===== src/rtl/riscv_writeback.sv =====
// Writeback stage: drives the register-file write port, merging execute results
// with queued memory results, and provides bypass/pending checks to issue.
module riscv_writeback #(
  parameter int unsigned MEM_FIFO_DEPTH = 4,
  parameter int unsigned STARVE_LIMIT   = 8
) (
  input  logic        clk,
  input  logic        rst,
  input  logic        exec_valid_i,
  input  logic [4:0]  exec_rd_i,
  input  logic [31:0] exec_value_i,
  input  logic        mem_valid_i,
  input  logic [4:0]  mem_rd_i,
  input  logic [31:0] mem_value_i,
  output logic        mem_ready_o,
  output logic        exec_stall_o,
  output logic [4:0]  rd0_o,
  output logic [31:0] rd0_value_o,
  input  logic [4:0]  ra0_i,
  input  logic [4:0]  rb0_i,
  output logic        ra0_fwd_o,
  output logic        rb0_fwd_o,
  input  logic [4:0]  issue_rd_i,
  output logic        ra0_pend_o,
  output logic        rb0_pend_o,
  output logic        rd_pend_o
);

  localparam int unsigned PTR_W  = $clog2(MEM_FIFO_DEPTH);
  localparam int unsigned CNT_W  = PTR_W + 1;
  localparam int unsigned WAIT_W = 8;

  logic [4:0]                fifo_rd_q  [MEM_FIFO_DEPTH];
  logic [31:0]               fifo_val_q [MEM_FIFO_DEPTH];
  logic [MEM_FIFO_DEPTH-1:0] fifo_vld_q;
  logic [PTR_W-1:0]          wr_ptr_q, rd_ptr_q;
  logic [CNT_W-1:0]          count_q, count_next;
  logic [WAIT_W-1:0]         wait_q, wait_next;
  logic                      ready_q, stall_q, stall_next;
  logic [4:0]                rd0_q, rd0_next;
  logic [31:0]               val_q, val_next;
  logic                      exec_sel, fifo_empty, push, pop;

  // Source select, FIFO occupancy and starvation tracking
  always_comb begin
    exec_sel   = exec_valid_i && (exec_rd_i != 5'd0);
    fifo_empty = (count_q == '0);
    push       = mem_valid_i && ready_q && (mem_rd_i != 5'd0);
    pop        = !exec_sel && !fifo_empty;
    count_next = count_q + CNT_W'(push) - CNT_W'(pop);

    wait_next = wait_q;
    if (pop || fifo_empty) wait_next = '0;
    else if (wait_q != '1) wait_next = wait_q + WAIT_W'(1);

    stall_next = !fifo_empty && !pop && (wait_q >= WAIT_W'(STARVE_LIMIT - 1));

    rd0_next = 5'd0;
    val_next = 32'd0;
    if (exec_sel) begin
      rd0_next = exec_rd_i;
      val_next = exec_value_i;
    end else if (!fifo_empty) begin
      rd0_next = fifo_rd_q[rd_ptr_q];
      val_next = fifo_val_q[rd_ptr_q];
    end
  end

  always_ff @(posedge clk or posedge rst) begin
    if (rst) begin
      fifo_vld_q <= '0;
      wr_ptr_q   <= '0;
      rd_ptr_q   <= '0;
      count_q    <= '0;
      wait_q     <= '0;
      ready_q    <= 1'b1;
      stall_q    <= 1'b0;
      rd0_q      <= 5'd0;
      val_q      <= 32'd0;
    end else begin
      if (push) begin
        fifo_vld_q[wr_ptr_q] <= 1'b1;
        wr_ptr_q             <= wr_ptr_q + PTR_W'(1);
      end
      if (pop) begin
        fifo_vld_q[rd_ptr_q] <= 1'b0;
        rd_ptr_q             <= rd_ptr_q + PTR_W'(1);
      end
      count_q <= count_next;
      wait_q  <= wait_next;
      ready_q <= (count_next != CNT_W'(MEM_FIFO_DEPTH));
      stall_q <= stall_next;
      rd0_q   <= rd0_next;
      val_q   <= val_next;
    end
  end

  // Entry payload needs no reset; validity is tracked in fifo_vld_q
  always_ff @(posedge clk) begin
    if (push) begin
      fifo_rd_q[wr_ptr_q]  <= mem_rd_i;
      fifo_val_q[wr_ptr_q] <= mem_value_i;
    end
  end

  // Pending-destination search over live FIFO entries
  always_comb begin
    ra0_pend_o = 1'b0;
    rb0_pend_o = 1'b0;
    rd_pend_o  = 1'b0;
    for (int i = 0; i < int'(MEM_FIFO_DEPTH); i++) begin
      if (fifo_vld_q[i]) begin
        if (ra0_i != 5'd0 && fifo_rd_q[i] == ra0_i)      ra0_pend_o = 1'b1;
        if (rb0_i != 5'd0 && fifo_rd_q[i] == rb0_i)      rb0_pend_o = 1'b1;
        if (issue_rd_i != 5'd0 && fifo_rd_q[i] == issue_rd_i) rd_pend_o = 1'b1;
      end
    end
  end

  assign mem_ready_o  = ready_q;
  assign exec_stall_o = stall_q;
  assign rd0_o        = rd0_q;
  assign rd0_value_o  = val_q;
  assign ra0_fwd_o    = (rd0_q != 5'd0) && (rd0_q == ra0_i);
  assign rb0_fwd_o    = (rd0_q != 5'd0) && (rd0_q == rb0_i);

  // Upstream must honour the stall; exec still wins if it does not
  always @(posedge clk) begin
    if (!rst && stall_q)
      assert (!exec_sel) else $error("exec result presented while exec_stall_o was set");
  end

endmodule


===== config.mk =====
export PLATFORM = sky130hd
export DESIGN_NAME = riscv_writeback
export DESIGN_NICKNAME = d
export VERILOG_FILES = /design/src/rtl/riscv_writeback.sv
export SDC_FILE = /design/constraint.sdc
export NUM_CORES = 1
export LEC_CHECK = 0
export ABC_AREA = 1
export BUFFER_PORTS_ARGS = -buffer_cell sky130_fd_sc_hd__clkbuf_2
export CORE_MARGIN = 5
export CORE_UTILIZATION = 31
export DETAILED_ROUTE_END_ITERATION = 7
export GPL_TIMING_DRIVEN = 0
export PLACE_DENSITY = 0.57
export SYNTH_ARGS = -nofsm -noshare
export SYNTH_HDL_FRONTEND = slang
export SYNTH_SLANG_ARGS = --single-unit

===== constraint.sdc =====
create_clock -name clk -period 4.1 [get_ports clk]
set_clock_uncertainty 0.2 [all_clocks]
set_input_delay 0.205 -clock clk [delete_from_list [all_inputs] [get_ports clk]]
set_output_delay 0.205 -clock clk [all_outputs]
set_load 0.005 [all_outputs]

==> impl_summary.log, run 1 <==
INFO  metric floorplan.io_pins = around 140
INFO  metric setup_slack = 1.57 ns
INFO  metric fmax = 396 MHz
INFO  metric critPathKind = input port to register
INFO  metric clkSinkCount = between 200 and 250
INFO  metric detail_route.vias_per_cell = approximately 4.7
INFO  metric fillers = 2906
INFO  metric met3_usage = 2.55%
INFO  metric finish.utilization = 40.9%
INFO  metric critPathLaunchType = input port
INFO  metric synth_compound_gate_area_share = 11.9%
INFO  metric syn-num-nets = 1009
INFO  metric timing.critical_path.cells = dlygate4sd3_1 > clkbuf_2 > nor3_1 > nand2_1 > nand3_1 > buf_4 > xor2_1 > ha_1 > fa_1 > xnor2_1 > xor2_1 > nand2_1
INFO  metric drt_iter0_drc = 411
INFO  metric muxShareOfSynthArea = 0%
INFO  metric netlist_area = 0.00935 mm²
INFO  metric setup.worst_path.end_class = register
INFO  metric grt_max_degree = 59
INFO  metric postCtsSetupRepairBufs = 0
INFO  metric global_route.overflow_total = 0
INFO  metric design_power_total = roughly 7.5 mW
INFO  metric start_util = about a third
INFO  metric grtUsageMet1 = 20.8%
INFO  metric layout_common_cells = nand2_1, edfxtp_1, clkbuf_2
INFO  metric multi_input_area = 0.00302 mm²
INFO  metric cts_htree_levels = 1
INFO  metric drt_pass1_iterations = 5
INFO  metric vdd_drop_max = 0.309 mV
INFO  metric synth_simple_gate_area_share = between 15 and 20%
INFO  metric finalWeightedCongestion = 0.955
INFO  metric antenna_left = 0
INFO  metric drc = 0
INFO  metric synth_top_family_by_area = simple AND/OR/NAND/NOR gates
INFO  metric timing.final.crit_share = 61.6%
INFO  metric worst_slew_margin_rel = 45.2%
INFO  metric run_status = finished clean
INFO  metric setup_viol = 0
INFO  metric worstPathArrival = 2.76 ns
INFO  metric number_of_synthesized_register_bits = 206
INFO  metric slowest_stage = dlygate4sd3_1
INFO  metric half_perimeter_wire_length_after_placement = 18400 µm
INFO  metric finalMaxSlewViolations = 0
INFO  metric numCtsBuffers = 23
INFO  metric dr_total_vias = 7258
INFO  metric synth-edff-count = 148
INFO  metric postSynthCellCount = 905
INFO  metric power_per_cell_area = 615 mW/mm²
INFO  metric hold_path_class = input port to async pin
INFO  metric layout.area.seq = approximately 0.0059 mm²
INFO  metric grt_util_met2 = 26.8%
INFO  metric grt_pass1_vias = 7364
INFO  metric core = 0.0297 mm²
INFO  metric worst-endpoint-required = 4.34 ns
INFO  metric async_flop_share = 28.2%
INFO  metric post_cts_resized = 0
INFO  metric area.growth.synth_to_final = 30.1%
INFO  metric synth_top_cells_by_area = edfxtp_1, dfrtp_1, nand2_1
INFO  metric insertion_delay = a little over 0.5 ns
INFO  metric dp_worst_setup_slack = 1.56 ns
INFO  metric antenna_found_initial = 1
INFO  metric grt_setup_unrepaired = false
INFO  metric synth_cell_types = 34
INFO  metric die_width = 184 µm
INFO  metric grt_pass1_wl = around 41000 µm
INFO  metric xor_xnor_share_of_the_synthesized_area = under 10%
INFO  metric synth_area_leader_cell = edfxtp_1
INFO  metric synthAdderAreaFrac = under 10%
INFO  metric timing.final.crit_period = 2.53 ns
INFO  metric path_clk_slew = roughly 0.060 ns
INFO  metric power.static_leakage = 5.20 nW
INFO  metric nets = 1252
INFO  metric mostFrequentLayoutCell = nand2_1
INFO  metric die_span_in_y = 184 µm
INFO  metric fp.dieArea = 0.0337 mm²
INFO  metric critical_path.max_fanout = 10
INFO  metric overall_global_routing_resource_usage = 15.6%
INFO  metric ys_seq_area_share = 63.1%
INFO  metric routed_wl = 26800 µm
INFO  metric busiest_layer = met2
INFO  metric max-clock-path-buffers = 3
INFO  metric yosys_warns = 0
INFO  metric syn_area_per_cell = about 10 µm²
INFO  metric buffer_ports.inserted = 134
INFO  metric post_drt_wl_per_cell = 17.3 µm
INFO  metric critPathMaxStageDelay = between 0.5 and 0.6 ns
INFO  metric final_hold_vios = 0
INFO  metric tritoncts = yes
INFO  metric post_route_cells_drive_above_1_share = 21.5%
INFO  metric reported_max_cap_violation_count = 0
INFO  metric yosys.area.top_type_share = ~48%
INFO  metric fp-row-count = 63
INFO  metric max_slew.worst_pin.slew = 0.823 ns
INFO  metric synth_top_flop_cell = edfxtp_1
INFO  metric clock-root-buffer = clkbuf_16
==> power breakdown <==
part	total, mW	switching, mW	internal (mW)
clock network	2.01	0.809	1.20
logic	2.49	1.52	0.967
registers	2.99	0.246	2.74
==> worst paths after layout <==
check | slack, ns | cells past startpoint | to | start
worst max register to register | 1.71 | 8 | mem_ready_o | mem_ready_o
max in group asynchronous | 2.94 | 3 | rd0_value_o[6] | rst
worst max-delay path | 1.57 | 12 | mem_ready_o | mem_rd_i[1]
worst min register to register | 0.33 | 1 | count_q[2] | count_q[1]
min in group clk | 0.24 | 4 | rd0_value_o[27] | exec_value_i[27]
worst min-delay path | 0.21 | 3 | wait_q[0] | rst
==> worst max-delay path: cells and delay by family <==
kind	cells	cell delay, ns
buffers and inverters	3	0.95
xor gates and xnor gates	3	0.47
adders and majority gates	2	0.58
and+or+nand+nor	4	0.56
==> logic make-up after synthesis <==
kind of cell	after synthesis
fa+ha+maj	11
xor+xnor	13
compound gates	174
buf+inv	95
simple gates	406
flops	206
==> layout make-up <==
| class | count | area share [%] |
|---|---|---|
| sequential | 206 | 48.5 |
| multi-input combinational | 604 | 24.8 |
| timing repair buffer | 218 | 12.8 |
| clock buffer | 30 | 5.11 |
| tap | 390 | 4.01 |
| inverter | 62 | 1.93 |
| buffer | 33 | 1.91 |
| clock inverter | 12 | 0.956 |
| antenna | 1 | 0.0206 |
==> what timing repair did <==
item,in CTS,in global routing
hold endpoints to repair,248,0
hold buffers,80,0
endpoints found under the setup margin,0,0
==> metrics by stage <==
stage	TNS, ns	hold WS (ns)	area [µm²]	instances
floorplan	0	0.104	9350	905
global placement	-80.58	0.212	10500	1429
detailed placement	0	0.216	10600	1433
CTS	0	0.219	12200	1555
global route	0	0.250	12200	1556
finish	0	0.210	12200	1556
==> cells in the mapped netlist, types with 2 or more instances <==
master    count
xor2_1        8
nand3_1      21
o21ai_1      27
o22a_1       32
nand2_1     233
clkbuf_1      4
xnor2_1       5
dfrtp_1      57
nand2_2       2
nor4_1        3
inv_2         6
o21ai_0      65
ha_1         10
clkbuf_2      3
edfxtp_1    148
a21oi_1      16
inv_1        56
o21ai_2      28
buf_2         9
o21bai_1      4
nand4_1       3
nor3_2        2
nor3_1        6
buf_4         9
nor2_1      132
buf_6         8
==> sequential cells by signal, summed over array words and instances, names as in the netlist <==
register      cells
rd0_value_o      32
count_q           3
fifo_rd_q        20
rd0_o             5
fifo_val_q      128
wait_q            8
fifo_vld_q        4
rd_ptr_q          2
mem_ready_o       1
exec_stall_o      1
wr_ptr_q          2
==> layer usage <==
metal | routed length (µm) | vias up | share of wire [%]
met1 | 11800 | 3434 | 44
li1 | - | 3552 | -
met5 | 0 | - | 0
met2 | 12900 | 222 | 48
met4 | 581 | 0 | 2.2
met3 | 1520 | 50 | 5.6
No activity file was read; power rests on OpenSTA's default activity.
==> run 2, diff against run 1 <==
--- a/config.mk
+++ b/config.mk
@@ -5,13 +5,13 @@
 export SDC_FILE = /design/constraint.sdc
 export NUM_CORES = 1
 export LEC_CHECK = 0
-export ABC_AREA = 1
+export ABC_AREA = 0
 export BUFFER_PORTS_ARGS = -buffer_cell sky130_fd_sc_hd__clkbuf_2
 export CORE_MARGIN = 5
 export CORE_UTILIZATION = 31
 export DETAILED_ROUTE_END_ITERATION = 7
 export GPL_TIMING_DRIVEN = 0
-export PLACE_DENSITY = 0.57
+export PLACE_DENSITY = 0.59
 export SYNTH_ARGS = -nofsm -noshare
 export SYNTH_HDL_FRONTEND = slang
 export SYNTH_SLANG_ARGS = --single-unit
==> constraint.sdc (replaced) <==
create_clock -name clk -period 2.1 [get_ports clk]
set_clock_uncertainty 0.2 [all_clocks]
set_input_delay 0.105 -clock clk [delete_from_list [all_inputs] [get_ports clk]]
set_output_delay 0.105 -clock clk [all_outputs]
set_load 0.005 [all_outputs]
==> run 2 against run 1 <==
The flow now finishes with violations (negative setup slack). Setup slack worse by 1.8 ns. Design area is 5.7% lower. Worst hold slack worse by 0.12 ns. Sequential cell count stayed put. Combinational power is 49% higher. First-iteration DRC count is 37% lower. Synthesized cell count is 45% lower. Via count is 29% lower. Largest power group unchanged. Sequential share of layout area is 2.9 points higher. Non-clock buffer count is 5 lower. Synthesized area is 7.9% lower.
==> impl_summary.log, run 2 <==
INFO  metric synth_area_leader_cell = edfxtp_1
INFO  metric synth-edff-count = 148 (unchanged)
INFO  metric setup.worst_path.end_class = output pin
INFO  metric syn-num-nets = 600 (-41%)
INFO  metric top_cell_types_by_occurrence_after_synthesis = edfxtp_1, dfrtp_1, xor2_1
INFO  metric numCtsBuffers = 24 (+4.3%)
INFO  metric post_drt_wl_per_cell = 18.7 µm (+8.3%)
INFO  metric hold_path_class = input port to register
INFO  metric layout_common_cells = edfxtp_1, clkbuf_2, dlygate4sd3_1
INFO  metric antenna_found_initial = 1 (unchanged)
INFO  metric floorplan.io_pins = 137 (unchanged)
INFO  metric path_clk_slew = 0.06 ns (about the same)
INFO  metric vdd_drop_max = 0.622 mV (+100%)
INFO  metric synth_top_cells_by_area = edfxtp_1, dfrtp_1, mux4_2
INFO  metric internal_power = 9.51 mW (+94%)
INFO  metric critPathLaunchType = register
INFO  metric cts_htree_levels = 1 (unchanged)
INFO  metric fmax = 436 MHz
INFO  metric antenna_left = 0 (unchanged)
INFO  metric dr_total_vias = 5185 (-29%)
INFO  metric power_switching_share = 29.0% (-5.4 points)
INFO  metric yosys_warns = 0 (unchanged)
INFO  metric hp-start = mem_rd_i[4]
INFO  metric design_power_total = 13.4 mW (+79%)
INFO  metric buffer_ports.inserted = 121 (-9.7%)
INFO  metric critical_path.max_fanout = 4 (-6)
INFO  metric switchingPower = 3.88 mW (+51%)
INFO  metric post_route_cells_drive_above_1_share = 32.4% (+11 points)
INFO  metric clock-root-buffer = clkbuf_16
INFO  metric start_util = 31.2% (-0.28 points)
INFO  metric core = 0.0276 mm² (-7.0%)
INFO  metric synthMostInstantiatedCell = edfxtp_1
INFO  metric worst-endpoint-required = 1.79 ns (-2.55 ns)
INFO  metric critPathKind = register to output pin
INFO  metric finalMaxSlewViolations = 0 (unchanged)
INFO  metric grt_max_degree = 59 (unchanged)
INFO  metric mostFrequentLayoutCell = edfxtp_1
INFO  metric largest_register_ff_count = 128 (unchanged)
INFO  metric p_seq_share = 43.0% (+3.1 points)
INFO  metric final_hold_vios = 0 (unchanged)
INFO  metric timing_startpoint_of_the_critical_path = fifo_rd_q[1][3]
INFO  metric area.growth.synth_to_final = 33.1%
INFO  metric number_of_synthesized_register_bits = 206 (unchanged)
INFO  metric netlist_area = 0.00862 mm² (-7.9%)
INFO  metric yosys.area.top_type_share = 51.6% (+4.0 points)
INFO  metric min_path_cells = 4
INFO  metric grt_pass1_vias = 5517 (-25%)
INFO  metric nets = 839 (-33%)
INFO  metric syn_area_per_cell = 17.4 µm² (+68%)
INFO  metric fp-row-count = 61 (-3.2%)
INFO  metric postSynthCellCount = 496 (-45%)
INFO  metric finalWeightedCongestion = 0.795 (-17%)
INFO  metric reported_max_cap_violation_count = 0 (unchanged)
INFO  metric routed_wl = 21200 µm (-21%)
INFO  metric clkSinkCount = 206 (unchanged)
INFO  metric grt_setup_unrepaired = true
INFO  metric drt_pass1_iterations = 4 (-1)
INFO  metric max_slew.worst_pin.slew = 0.827 ns (+0.00407 ns)
INFO  metric fp.dieArea = 0.0312 mm² (-7.4%)
INFO  metric setup_viol = 3 (+3)
INFO  metric grt_pass1_wl = 32700 µm (-21%)
INFO  metric reg2reg_depth = 8 (unchanged)
INFO  metric largest-register = fifo_val_q
INFO  metric drt_iter0_drc = 259 (-37%)
INFO  metric tritoncts = yes
INFO  metric power.static_leakage = 4.40 nW (-16%)
INFO  metric overall_global_routing_resource_usage = 13.6% (-2.1 points)
INFO  metric timing.setup.tns = -0.535 ns (-0.535 ns)
INFO  metric detail_route.vias_per_cell = 4.58 (-1.8%)
INFO  metric max-clock-path-buffers = 3 (unchanged)
INFO  metric synth_top_flop_cell = edfxtp_1
INFO  metric synth_cell_types = 37 (+8.8%)
INFO  metric insertion_delay = 0.50 ns (about the same)
INFO  metric async_flop_share = 28.2% (unchanged)
INFO  metric die_width = 177 µm (-3.8%)
INFO  metric global_route.overflow_total = 0 (unchanged)
INFO  metric violations = negative setup slack
INFO  metric die_span_in_y = 177 µm (-3.8%)
INFO  metric timing.final.crit_period = 2.30 ns
INFO  metric worst_reg2reg_startpoint = mem_ready_o
INFO  metric ys_seq_area_share = 68.4% (+5.4 points)
INFO  metric worstPathArrival = 1.99 ns (-0.77 ns)
INFO  metric worst_slew_margin_rel = 44.9% (-0.27 points)
INFO  metric setup_slack = -0.196 ns (-1.77 ns)
INFO  metric power_frac_comb = 27.8% (-5.5 points)
INFO  metric half_perimeter_wire_length_after_placement = 13300 µm (-28%)
INFO  metric share_clk_of_total_power = 29.2% (+2.4 points)
INFO  metric timing.final.crit_share = 109%
INFO  metric power_per_cell_area = 1170 mW/mm² (+90%)
INFO  metric run_status = complete, but fails checks
INFO  metric drc = 0 (unchanged)
[run 2: area by class of cell]
class                   instances  area, µm²
well taps                     378        473
fillers                      2573      16200
repair buffers                213       1500
plain buffers                  33        204
inverters                       6       25.0
flip-flops and latches        206       5900
multi-input cells             251       2620
diodes                          1       2.50
clock inverters                14        105
clock buffers                  30        644
[run 2: per-layer routing]
| layer | global-route usage, % | vias up | part of all wire [%] |
|---|---|---|---|
| met3 | 2.37 | 29 | 6.3 |
| met2 | 22.6 | 157 | 48 |
| met1 | 18.6 | 2589 | 44 |
| met4 | 3.29 | 0 | 2.0 |
| met5 | 0 | - | 0 |
| li1 | - | 2410 | - |
[run 2: final timing paths]
check                                   to  slack (ns)
max                             rb0_pend_o       -0.20
min                             count_q[1]        0.09
max reg2reg                    mem_ready_o           0
min reg2reg                      wait_q[1]        0.37
max in group asynchronous  rd0_value_o[19]        1.03
min in group asynchronous  rd0_value_o[30]        0.12
[run 2: critical path: stages, from the launching register on]
cell      delay (ns)
edfxtp_1        0.50
buf_6           0.17
xor2_1          0.14
nor4_1          0.20
nand3_1         0.11
nand4_1         0.12
o21a_1          0.13
clkbuf_2        0.10
[run 2: cell families after synthesis]
kind of cell    Yosys count  synth area share, %
simple gates             70                 4.72
xor+xnor                 78                 7.93
compound gates           53                 5.11
mux                      39                 9.90
flops                   206                 68.4
buf+inv                  39                 2.24
fa+ha+maj                11                 1.68
[run 2: what timing repair did]
action,CTS,global route
buffers inserted,12,4
setup endpoints to repair,190,27
pin swaps,25,8
hold buffers,78,0
endpoints found under the hold margin,244,0
resized for setup,21,9
cloned,0,0
[run 2: per-stage QoR]
stage / instance area (µm²) / setup WS [ns] / instances / util, % / hold slack, ns
floorplan: 8650 / -0.332 / 496 / - / 0.00387
global placement: 9730 / -0.710 / 995 / 35.2 / 0.126
detailed placement: 9730 / -0.588 / 995 / 35.2 / 0.114
CTS: 11400 / -0.207 / 1129 / 41.3 / 0.0429
global route: 11500 / -0.327 / 1132 / 41.5 / 0.0826
finish: 11500 / -0.196 / 1132 / 41.5 / 0.0885
[run 2: power groups by stage]
stage	clock, mW	sequential, mW	combinational, mW
finish	3.91	5.76	3.72
global route	4.22	5.85	4.09
CTS	4.05	5.77	3.75
detailed placement	0	5.86	3.46
global placement	0	5.85	3.43
floorplan	0	5.75	2.29
